--- config.mk ---
export PLATFORM = sky130hd
export DESIGN_NAME = stopwatch_counter_flat
export DESIGN_NICKNAME = d
export VERILOG_FILES = /design/src/rtl/stopwatch_pkg.sv /design/src/rtl/stopwatch_counter_if.sv /design/src/rtl/stopwatch_counter_digit.sv /design/src/rtl/stopwatch_counter.sv /design/src/flat_wrapper.sv
export SDC_FILE = /design/constraint.sdc
export NUM_CORES = 1
export LEC_CHECK = 0
export ABC_AREA = 1
export CAP_MARGIN = 10
export CORE_MARGIN = 2
export CORE_UTILIZATION = 45
export CTS_BUF_LIST = sky130_fd_sc_hd__clkbuf_8 sky130_fd_sc_hd__clkbuf_16
export CTS_CLUSTER_DIAMETER = 30
export DETAILED_ROUTE_END_ITERATION = 6
export HOLD_SLACK_MARGIN = 0.03
export PLACE_DENSITY = 0.74
export SYNTH_ARGS = -nofsm -noshare
export SYNTH_HDL_FRONTEND = slang
export SYNTH_SLANG_ARGS = --single-unit
--- constraint.sdc ---
create_clock -name clk -period 1.5 [get_ports clk]
set_clock_uncertainty 0.2 [all_clocks]
set_input_delay 0.225 -clock clk [delete_from_list [all_inputs] [get_ports clk]]
set_output_delay 0.225 -clock clk [all_outputs]
set_load 0.01 [all_outputs]
--- src/rtl/stopwatch_pkg.sv ---
// stopwatch_counter shared types and constants.
// Optional lap-hold feature: define STOPWATCH_LAP_HOLD_EN.
package stopwatch_pkg;

    typedef enum logic [1:0] {
        IDLE  = 2'd0,
        RUN   = 2'd1,
        PAUSE = 2'd2,
        FULL  = 2'd3
    } sw_state_e;

    localparam int          BCD_W           = 16;
    localparam logic [3:0]  SEC_TENS_MAX    = 4'd5;
    localparam logic [3:0]  DIGIT_MAX       = 4'd9;
    localparam int          MAX_SEC_DEFAULT = 3599;

    // seconds -> {min tens, min units, sec tens, sec units}
    function automatic logic [BCD_W-1:0] to_bcd(input int s);
        int m;
        int r;
        m = s / 60;
        r = s % 60;
        return {4'(m / 10), 4'(m % 10), 4'(r / 10), 4'(r % 10)};
    endfunction

endpackage

--- src/rtl/stopwatch_counter_if.sv ---
// Control strobes and display outputs of stopwatch_counter.
// master drives the strobes, slave is the stopwatch.
interface stopwatch_counter_if;
    import stopwatch_pkg::*;

    logic             tick;
    logic             start_stop;
    logic             clear;
    logic             lap;
    logic [BCD_W-1:0] bcd;
    logic             running;
    logic             full;
    logic             lap_active;

    modport master (
        output tick, start_stop, clear, lap,
        input  bcd, running, full, lap_active
    );

    modport slave (
        input  tick, start_stop, clear, lap,
        output bcd, running, full, lap_active
    );

endinterface

--- src/rtl/stopwatch_counter_digit.sv ---
// One BCD digit with programmable wrap limit.
// carry is combinational so a chain ripples in one cycle.
module bcd_digit_counter
    import stopwatch_pkg::*;
#(
    parameter logic [3:0] LIMIT = DIGIT_MAX
) (
    input  logic       clk,
    input  logic       reset,
    input  logic       clr,
    input  logic       inc,
    output logic [3:0] digit,
    output logic       carry
);

    assign carry = inc && (digit == LIMIT);

    always_ff @(posedge clk or negedge reset) begin
        if (!reset) begin
            digit <= 4'd0;
        end else if (clr) begin
            digit <= 4'd0;
        end else if (inc) begin
            digit <= carry ? 4'd0 : digit + 4'd1;
        end
    end

endmodule

--- src/rtl/stopwatch_counter.sv ---
// Count-up mm:ss stopwatch, saturating at MAX_SEC.
// Lap hold built only with STOPWATCH_LAP_HOLD_EN defined.
module stopwatch_counter
    import stopwatch_pkg::*;
#(
    parameter int MAX_SEC = MAX_SEC_DEFAULT
) (
    input  logic                clk,
    input  logic                reset,
    stopwatch_counter_if.slave  sw
);

    localparam logic [BCD_W-1:0] MAX_BCD = to_bcd(MAX_SEC);
    localparam logic [BCD_W-1:0] PRE_BCD = to_bcd(MAX_SEC - 1);

    sw_state_e        state_q;
    sw_state_e        state_d;
    logic             running_q;
    logic             full_q;
    logic             inc;
    logic [2:0]       cy;
    logic [BCD_W-1:0] live;

    // start_stop and clear both preempt the tick
    assign inc = (state_q == RUN) && sw.tick && !sw.start_stop &&
                 !sw.clear && (live != MAX_BCD);

    always_comb begin
        state_d = state_q;
        unique case (state_q)
            IDLE:    if (sw.start_stop) state_d = RUN;
            RUN:     if (sw.start_stop) state_d = PAUSE;
                     else if (inc && live == PRE_BCD) state_d = FULL;
            PAUSE:   if (sw.start_stop) state_d = RUN;
            FULL:    state_d = FULL;
            default: state_d = IDLE;
        endcase
        if (sw.clear) state_d = IDLE;
    end

    always_ff @(posedge clk or negedge reset) begin
        if (!reset) begin
            state_q   <= IDLE;
            running_q <= 1'b0;
            full_q    <= 1'b0;
        end else begin
            state_q   <= state_d;
            running_q <= (state_d == RUN);
            full_q    <= (state_d == FULL);
        end
    end

    bcd_digit_counter #(.LIMIT(DIGIT_MAX)) u_sec_u (
        .clk(clk), .reset(reset), .clr(sw.clear),
        .inc(inc), .digit(live[3:0]), .carry(cy[0])
    );

    bcd_digit_counter #(.LIMIT(SEC_TENS_MAX)) u_sec_t (
        .clk(clk), .reset(reset), .clr(sw.clear),
        .inc(cy[0]), .digit(live[7:4]), .carry(cy[1])
    );

    bcd_digit_counter #(.LIMIT(DIGIT_MAX)) u_min_u (
        .clk(clk), .reset(reset), .clr(sw.clear),
        .inc(cy[1]), .digit(live[11:8]), .carry(cy[2])
    );

    logic mt_carry_unused;

    bcd_digit_counter #(.LIMIT(SEC_TENS_MAX)) u_min_t (
        .clk(clk), .reset(reset), .clr(sw.clear),
        .inc(cy[2]), .digit(live[15:12]), .carry(mt_carry_unused)
    );

    assign sw.running = running_q;
    assign sw.full    = full_q;

`ifdef STOPWATCH_LAP_HOLD_EN
    logic [BCD_W-1:0] lap_q;
    logic             lap_act_q;
    logic             lap_ok;

    assign lap_ok = sw.lap && ((state_q == RUN) || (state_q == PAUSE));

    always_ff @(posedge clk or negedge reset) begin
        if (!reset) begin
            lap_q     <= '0;
            lap_act_q <= 1'b0;
        end else if (sw.clear) begin
            lap_act_q <= 1'b0;
        end else if (lap_ok) begin
            if (!lap_act_q) lap_q <= live;
            lap_act_q <= !lap_act_q;
        end
    end

    assign sw.bcd        = lap_act_q ? lap_q : live;
    assign sw.lap_active = lap_act_q;
`else
    logic lap_unused;

    assign lap_unused    = sw.lap;
    assign sw.bcd        = live;
    assign sw.lap_active = 1'b0;
`endif

endmodule

--- src/flat_wrapper.sv ---
// flat-port wrapper written by rule: the top's interface ports become plain ports
module stopwatch_counter_flat import stopwatch_pkg::*;
#(
    parameter int MAX_SEC = MAX_SEC_DEFAULT
)
  (clk, reset, sw_tick, sw_start_stop, sw_clear, sw_lap, sw_bcd, sw_running, sw_full, sw_lap_active);
  stopwatch_counter_if sw_i ();
  input  logic clk;
  input  logic reset;
  input wire logic [$bits(sw_i.tick)-1:0] sw_tick;
  input wire logic [$bits(sw_i.start_stop)-1:0] sw_start_stop;
  input wire logic [$bits(sw_i.clear)-1:0] sw_clear;
  input wire logic [$bits(sw_i.lap)-1:0] sw_lap;
  output wire logic [$bits(sw_i.bcd)-1:0] sw_bcd;
  output wire logic [$bits(sw_i.running)-1:0] sw_running;
  output wire logic [$bits(sw_i.full)-1:0] sw_full;
  output wire logic [$bits(sw_i.lap_active)-1:0] sw_lap_active;
  assign sw_i.tick = sw_tick;
  assign sw_i.start_stop = sw_start_stop;
  assign sw_i.clear = sw_clear;
  assign sw_i.lap = sw_lap;
  assign sw_bcd = sw_i.bcd;
  assign sw_running = sw_i.running;
  assign sw_full = sw_i.full;
  assign sw_lap_active = sw_i.lap_active;
  stopwatch_counter #(.MAX_SEC(MAX_SEC)) u_core (.clk(clk), .reset(reset), .sw(sw_i));
endmodule
* Yosys cells after proc, flatten, opt, wreduce, memory -nomap -nowiden
Cells that the tools add are included.
Word-level totals: flip-flop bits (word level) 20, input port bits 6, output and inout port bits 19, word-level logic and storage cells 56
Cells by class: reduce and logical (&&, ||, !) cells 17, add/subtract/negate cells 4, equality and inequality tests 11, muxes and demuxes 17
Operators by type and width (number):
- two-way mux 4 bit | 12
- adder 4 x 1 -> 4 bit (second input constant) | 4
- equality test 16 x 15 -> 1 bit (second input constant) | 1
- inequality test 16 x 15 -> 1 bit (second input constant) | 1
- logical AND 1 bit | 9
- equality test 4 x 3 -> 1 bit (second input constant) | 2
- equality test 4 bit (second input constant) | 2
- two-way mux 2 bit | 4
- nonzero test 2 bit | 4
- equality test 2 bit (second input constant) | 3
- one-hot mux 2 bit (3 select lines) | 1
- equality test 2 x 1 -> 1 bit (second input constant) | 2
- zero test 1 bit | 2
- zero test 2 bit | 1
- OR reduction 2 bit | 1

* Logic depth before layout (Yosys ltp)
depth after elaboration 12, depth in mapped cells 11, depth with buffers taken out 11

* Cells and area by module
From an unflattened synthesis, not the netlist that was laid out.
Unflattened totals: cells, all modules 199, area, all modules 1378.8 sq um
Modules (own cells, without submodules):
- bcd_digit_counter (u_core.u_min_u ...) | times used 2, seq. area each 100.1 sq um, area an instance 274.0 sq um, cells each 38
- bcd_digit_counter (u_core.u_min_t ...) | times used 2, seq. area each 100.1 sq um, area an instance 267.8 sq um, cells each 37
- stopwatch_counter | times used 1, seq. area each 100.1 sq um, area an instance 295.3 sq um, cells each 49

* Least setup slack after synthesis
No wires, ideal clock.
path kind register -> register, start point register u_core.u_sec_u.digit[1], end point register u_core.u_min_t.digit[0], setup slack -0.188 ns, clock period less this slack 1.688 ns, cell stages (with the launch flop) 10, library setup time 0.128 ns, data required time 1.172 ns, data arrival time 1.359 ns, path buffers 0, cell sequence dfrtp_1 -> inv_1 -> ha_1 -> nand3_2 -> nor2_4 -> nand3_4 -> nor2_4 -> inv_2 -> nand2_4 -> a21oi_1
On the way: cells in the longest elaborated chain, start to end 9, elaborated cells between the ends (all ways) 11, those cells by class eq/ne (2); mux (3); reduce/logical (6)
RTL lines:
- from (decl) | line stopwatch_counter_digit.sv:12 | output logic [3:0] digit,
- from (signal assigned) | line stopwatch_counter_digit.sv:24 | digit <= carry ? 4'd0 : digit + 4'd1;
- inequality test 16 x 15 -> 1 bit | line stopwatch_counter.sv:26 | !sw.clear && (live != MAX_BCD);
- logical AND 1 bit | line stopwatch_counter.sv:26
- logical AND 1 bit * (3 in series) | line stopwatch_counter_digit.sv:16 | assign carry = inc && (digit == LIMIT);
- logical AND 1 bit | line stopwatch_counter_digit.sv:16
- two-way mux 4 bit | line stopwatch_counter_digit.sv:24
- two-way mux 4 bit | line stopwatch_counter_digit.sv:23 | end else if (inc) begin
- two-way mux 4 bit | line stopwatch_counter_digit.sv:21 | end else if (clr) begin
- to (signal assigned) | line stopwatch_counter_digit.sv:24
- to (decl) | line stopwatch_counter_digit.sv:12
Mark *: on every way between the ends. The rest lies on a longest branch, timed or not. The select of a mux whose other input is x is not followed. A chain may end at the register's enable or synchronous reset.

* Worst setup path in the final report
start point register u_core.u_min_t.digit[1], end point register u_core.running_q, in the netlist u_core.sw.running
On the way: cells in the longest elaborated chain, start to end 8, elaborated cells between the ends (all ways) 9, those cells by class eq/ne (3); mux (4); reduce/logical (2)
RTL lines:
- inequality test 16 x 15 -> 1 bit | line stopwatch_counter.sv:26
- logical AND 1 bit | line stopwatch_counter.sv:26
- logical AND 1 bit * | line stopwatch_counter.sv:33 | else if (inc && live == PRE_BCD) state_d = FULL;
- two-way mux 2 bit * | line stopwatch_counter.sv:33
- two-way mux 2 bit * | line stopwatch_counter.sv:32 | RUN: if (sw.start_stop) state_d = PAUSE;
- one-hot mux 2 bit (3 select lines) * | line stopwatch_counter.sv:30 | unique case (state_q)
- two-way mux 2 bit * | line stopwatch_counter.sv:38 | if (sw.clear) state_d = IDLE;
- equality test 2 x 1 -> 1 bit * | line stopwatch_counter.sv:48 | running_q <= (state_d == RUN);
- to (signal assigned) | line stopwatch_counter.sv:48
- to (decl) | line stopwatch_counter.sv:18 | logic running_q;
Mark *: on every way between the ends. The rest lies on a longest branch, timed or not.

==> impl_results.md <==
* Dominant cell type by area after synthesis: dfrtp_1
* Vias in the first global route at 1214
* Hold slack at around 0.11 ns
* Pin count of the biggest net entering global routing at 21
* Pre-CTS setup slack at -0.319 ns
* CTS tree: built
* Async S/R FF share, synth at 100%
* Final setup fails at 20
* Initial antenna violation count at 0
* Final Wtd Congestion at 0.837
* Yosys cell types at 26
* DIE AREA at 3190 um2
* Post-synth EDFFs at 0
* Startpoint class of the critical path: flop
* # IOs at 25
* Tmin final at 1.68 ns
* Fin area at around 2100 um2
* Chip height at 56.5 um
* Top-area cell type share of the netlist area at 40.4%
* Leakage at around 1.0 nW
* DP HPWL at roughly 2200 um
* Routed len/inst at 13.8 um
* Final Max Tran Viols at 0
* Ranking of synthesized cells by area: dfrtp_1 40%, ha_1 9.1%, nand2_1 7.3%
* Post-route ant nets at 0
* Synth-to-layout area growth at 66.8%
* Post-synthesis sequential area ratio at 40.4%
* Fillers at 196
* PortBufs at 22
* Initial core utilization at 46.2%
* Synth Instances at 145
* Share of layout cells above drive strength 1 at ~50%
* Tightest Hold Check Type: input pin to asynchronous set/reset pin
* Failing checks: setup timing
* First-pass DRT Iterations at 4
* Root Driver: clkbuf_8
* Final WS setup at -0.182 ns
* Nets at 230
* Clock sinks at 20
* Syn Nets at 160
* Die Width at 56.5 um
* Placed insts at 227
* RSZ-0062 raised after global routing: true
* Peak supply drop at 0.566 mV
* Global-route wire length before repair at between 5000 and 6000 um
* Post-synthesis average cell area at 8.55 um2
* Final Hold Viols at 0
* TritonCTS Buffers at 3
* Final period util at 112%
* Synthesis warning total at 0
* Critical Path End Type: flop
* DRC at 0
* Synth Cell Area at 1240 um2
* H-tree Lvls at 1
* Row count at 19
* Clk_lat worst skew at 0.26 ns
* CP arrival at about 1.6 ns
* Status: finished, violations left
* Drt total wl at approximately 3400 um
* Max clock buf depth at 2
* Vias per cell at ~4.9
* Grt total ovfl at 0
* Placed inst area at 1720 um2
* FF+latch count, synth at 20
* Fin cells at 245
* PwrDens at between 500 and 600 nW/um2
* Drt first-iter violations at 31
* MaxCap Viol Count at 0
* Most common cell in the netlist: nand2_1
* Clk slew on worst S/H paths at ~0.080 ns
* Core Region at 2690 um2
* Req. time, crit path at approximately 1.5 ns
* Max Fclk at between 0.5 and 0.6 GHz
* Pwr Total at 0.00111 W
* Via count at 1196
* Synth cell count leaders: 24 x nand2_1, 20 x dfrtp_1, 17 x inv_1, 16 x nor2_1, 15 x nand3_1
* Setup CP Type: flop to flop
* GRT Util Overall at between 20 and 25%
* Diodes inserted at 0
* Most used DFF post-synth: dfrtp_1
* Crit path max fanout at 3
-- layer usage --
layer / wire, um / vias to the layer above / track usage, %
met5: 0 / - / 0
li1: - / 601 / -
met2: 1850 / 22 / 41.2
met3: 82 / 5 / 3.00
met4: 34 / 0 / 7.82
met1: 1420 / 568 / 25.3
-- power by group --
part	leakage, nW	internal [W]	switching (W)
Combinational	0.720	0.0000573	0.0000787
Sequential	0.271	0.000547	0.00000585
Clock	0.0288	0.000234	0.000189
-- critical path, stage by stage, from the launching register on --
cell and delay (ns):
dfrtp_1 0.38, inv_1 0.07, ha_2 0.20, nand2_2 0.07, nor2_4 0.13, nand2_4 0.07
nor2_2 0.10, nand3_1 0.06, nand2_1 0.09, nand2_2 0.09, nand2_1 0.07, nor2_1 0.04
-- per-stage QoR --
stage / TNS [ns] / utilization (%)
CTS: -2.06 / 73.6
detailed placement: -4.97 / 64.2
floorplan: -2.03 / -
global placement: -4.03 / 64.2
finish: -2.71 / 77.0
global route: -4.31 / 77.0
-- placed cells by master, fill, tap and decap left out, drive strengths merged, types with 5 or more instances in the layout --
| master | instances |
|---|---|
| clkdlybuf4s15 | 5 |
| clkbuf | 6 |
| nand2 | 28 |
| buf | 48 |
| nand3 | 18 |
| dfrtp | 20 |
| nor2 | 19 |
| xor2 | 6 |
| inv | 19 |
| dlygate4sd2 | 8 |
| ha | 9 |
| o21ai | 10 |
| a21oi | 6 |
-- worst paths after layout --
kind                                                          start                                  end  cells past startpoint  slack (ns)
min in group clk                                      sw_start_stop          u_core.state_q[0]$_DFF_PN0_                      4        0.31
worst min-delay path                                          reset  u_core.u_sec_u.digit[3]$_DFFE_PN0P_                      2        0.11
worst max-delay path            u_core.u_min_t.digit[1]$_DFFE_PN0P_          u_core.sw.running$_DFF_PN0_                     11       -0.18
worst max register to register  u_core.u_min_t.digit[1]$_DFFE_PN0P_          u_core.sw.running$_DFF_PN0_                     11       -0.18
max in group asynchronous                                     reset  u_core.u_min_u.digit[0]$_DFFE_PN0P_                      2        0.76
worst min register to register  u_core.u_min_u.digit[1]$_DFFE_PN0P_  u_core.u_min_u.digit[1]$_DFFE_PN0P_                      2        0.39
-- repair_timing --
| item | in CTS | in global routing |
|---|---|---|
| pin swaps | 19 | 16 |
| gates resized for setup | 78 | 19 |
| buffers inserted | 9 | 5 |
| endpoints found under the setup margin | 37 | 25 |
| hold buffers | 0 | 0 |
-- flip-flops by register name, summed over array words and instances, names as in the netlist --
register and cells:
u_core.u_min_t.digit 4, u_core.u_min_u.digit 4, u_core.u_sec_t.digit 4, u_core.u_sec_u.digit 4
u_core.state_q 2, u_core.sw.full 1, u_core.sw.running 1
-- area by class of cell --
| cell class | instances | area [um2] | area share (%) |
|---|---|---|---|
| inverters | 19 | 73.8 | 3.57 |
| multi-input cells | 104 | 828 | 40.0 |
| well taps | 31 | 38.8 | 1.88 |
| repair buffers | 67 | 568 | 27.5 |
| flip-flops and latches | 20 | 504 | 24.4 |
| clock buffers | 4 | 55.1 | 2.66 |
-- kinds of logic after synthesis --
logic type / synth area share, %
other: 0.302
AOI/OAI and AO/OA: 7.57
xor gates and xnor gates: 4.24
and+or+nand+nor: 30.2
adders and majority gates: 9.08
muxes: 0.807
buffers and inverters: 7.47
DFF: 40.4
Power figures use the tool's default switching activity.
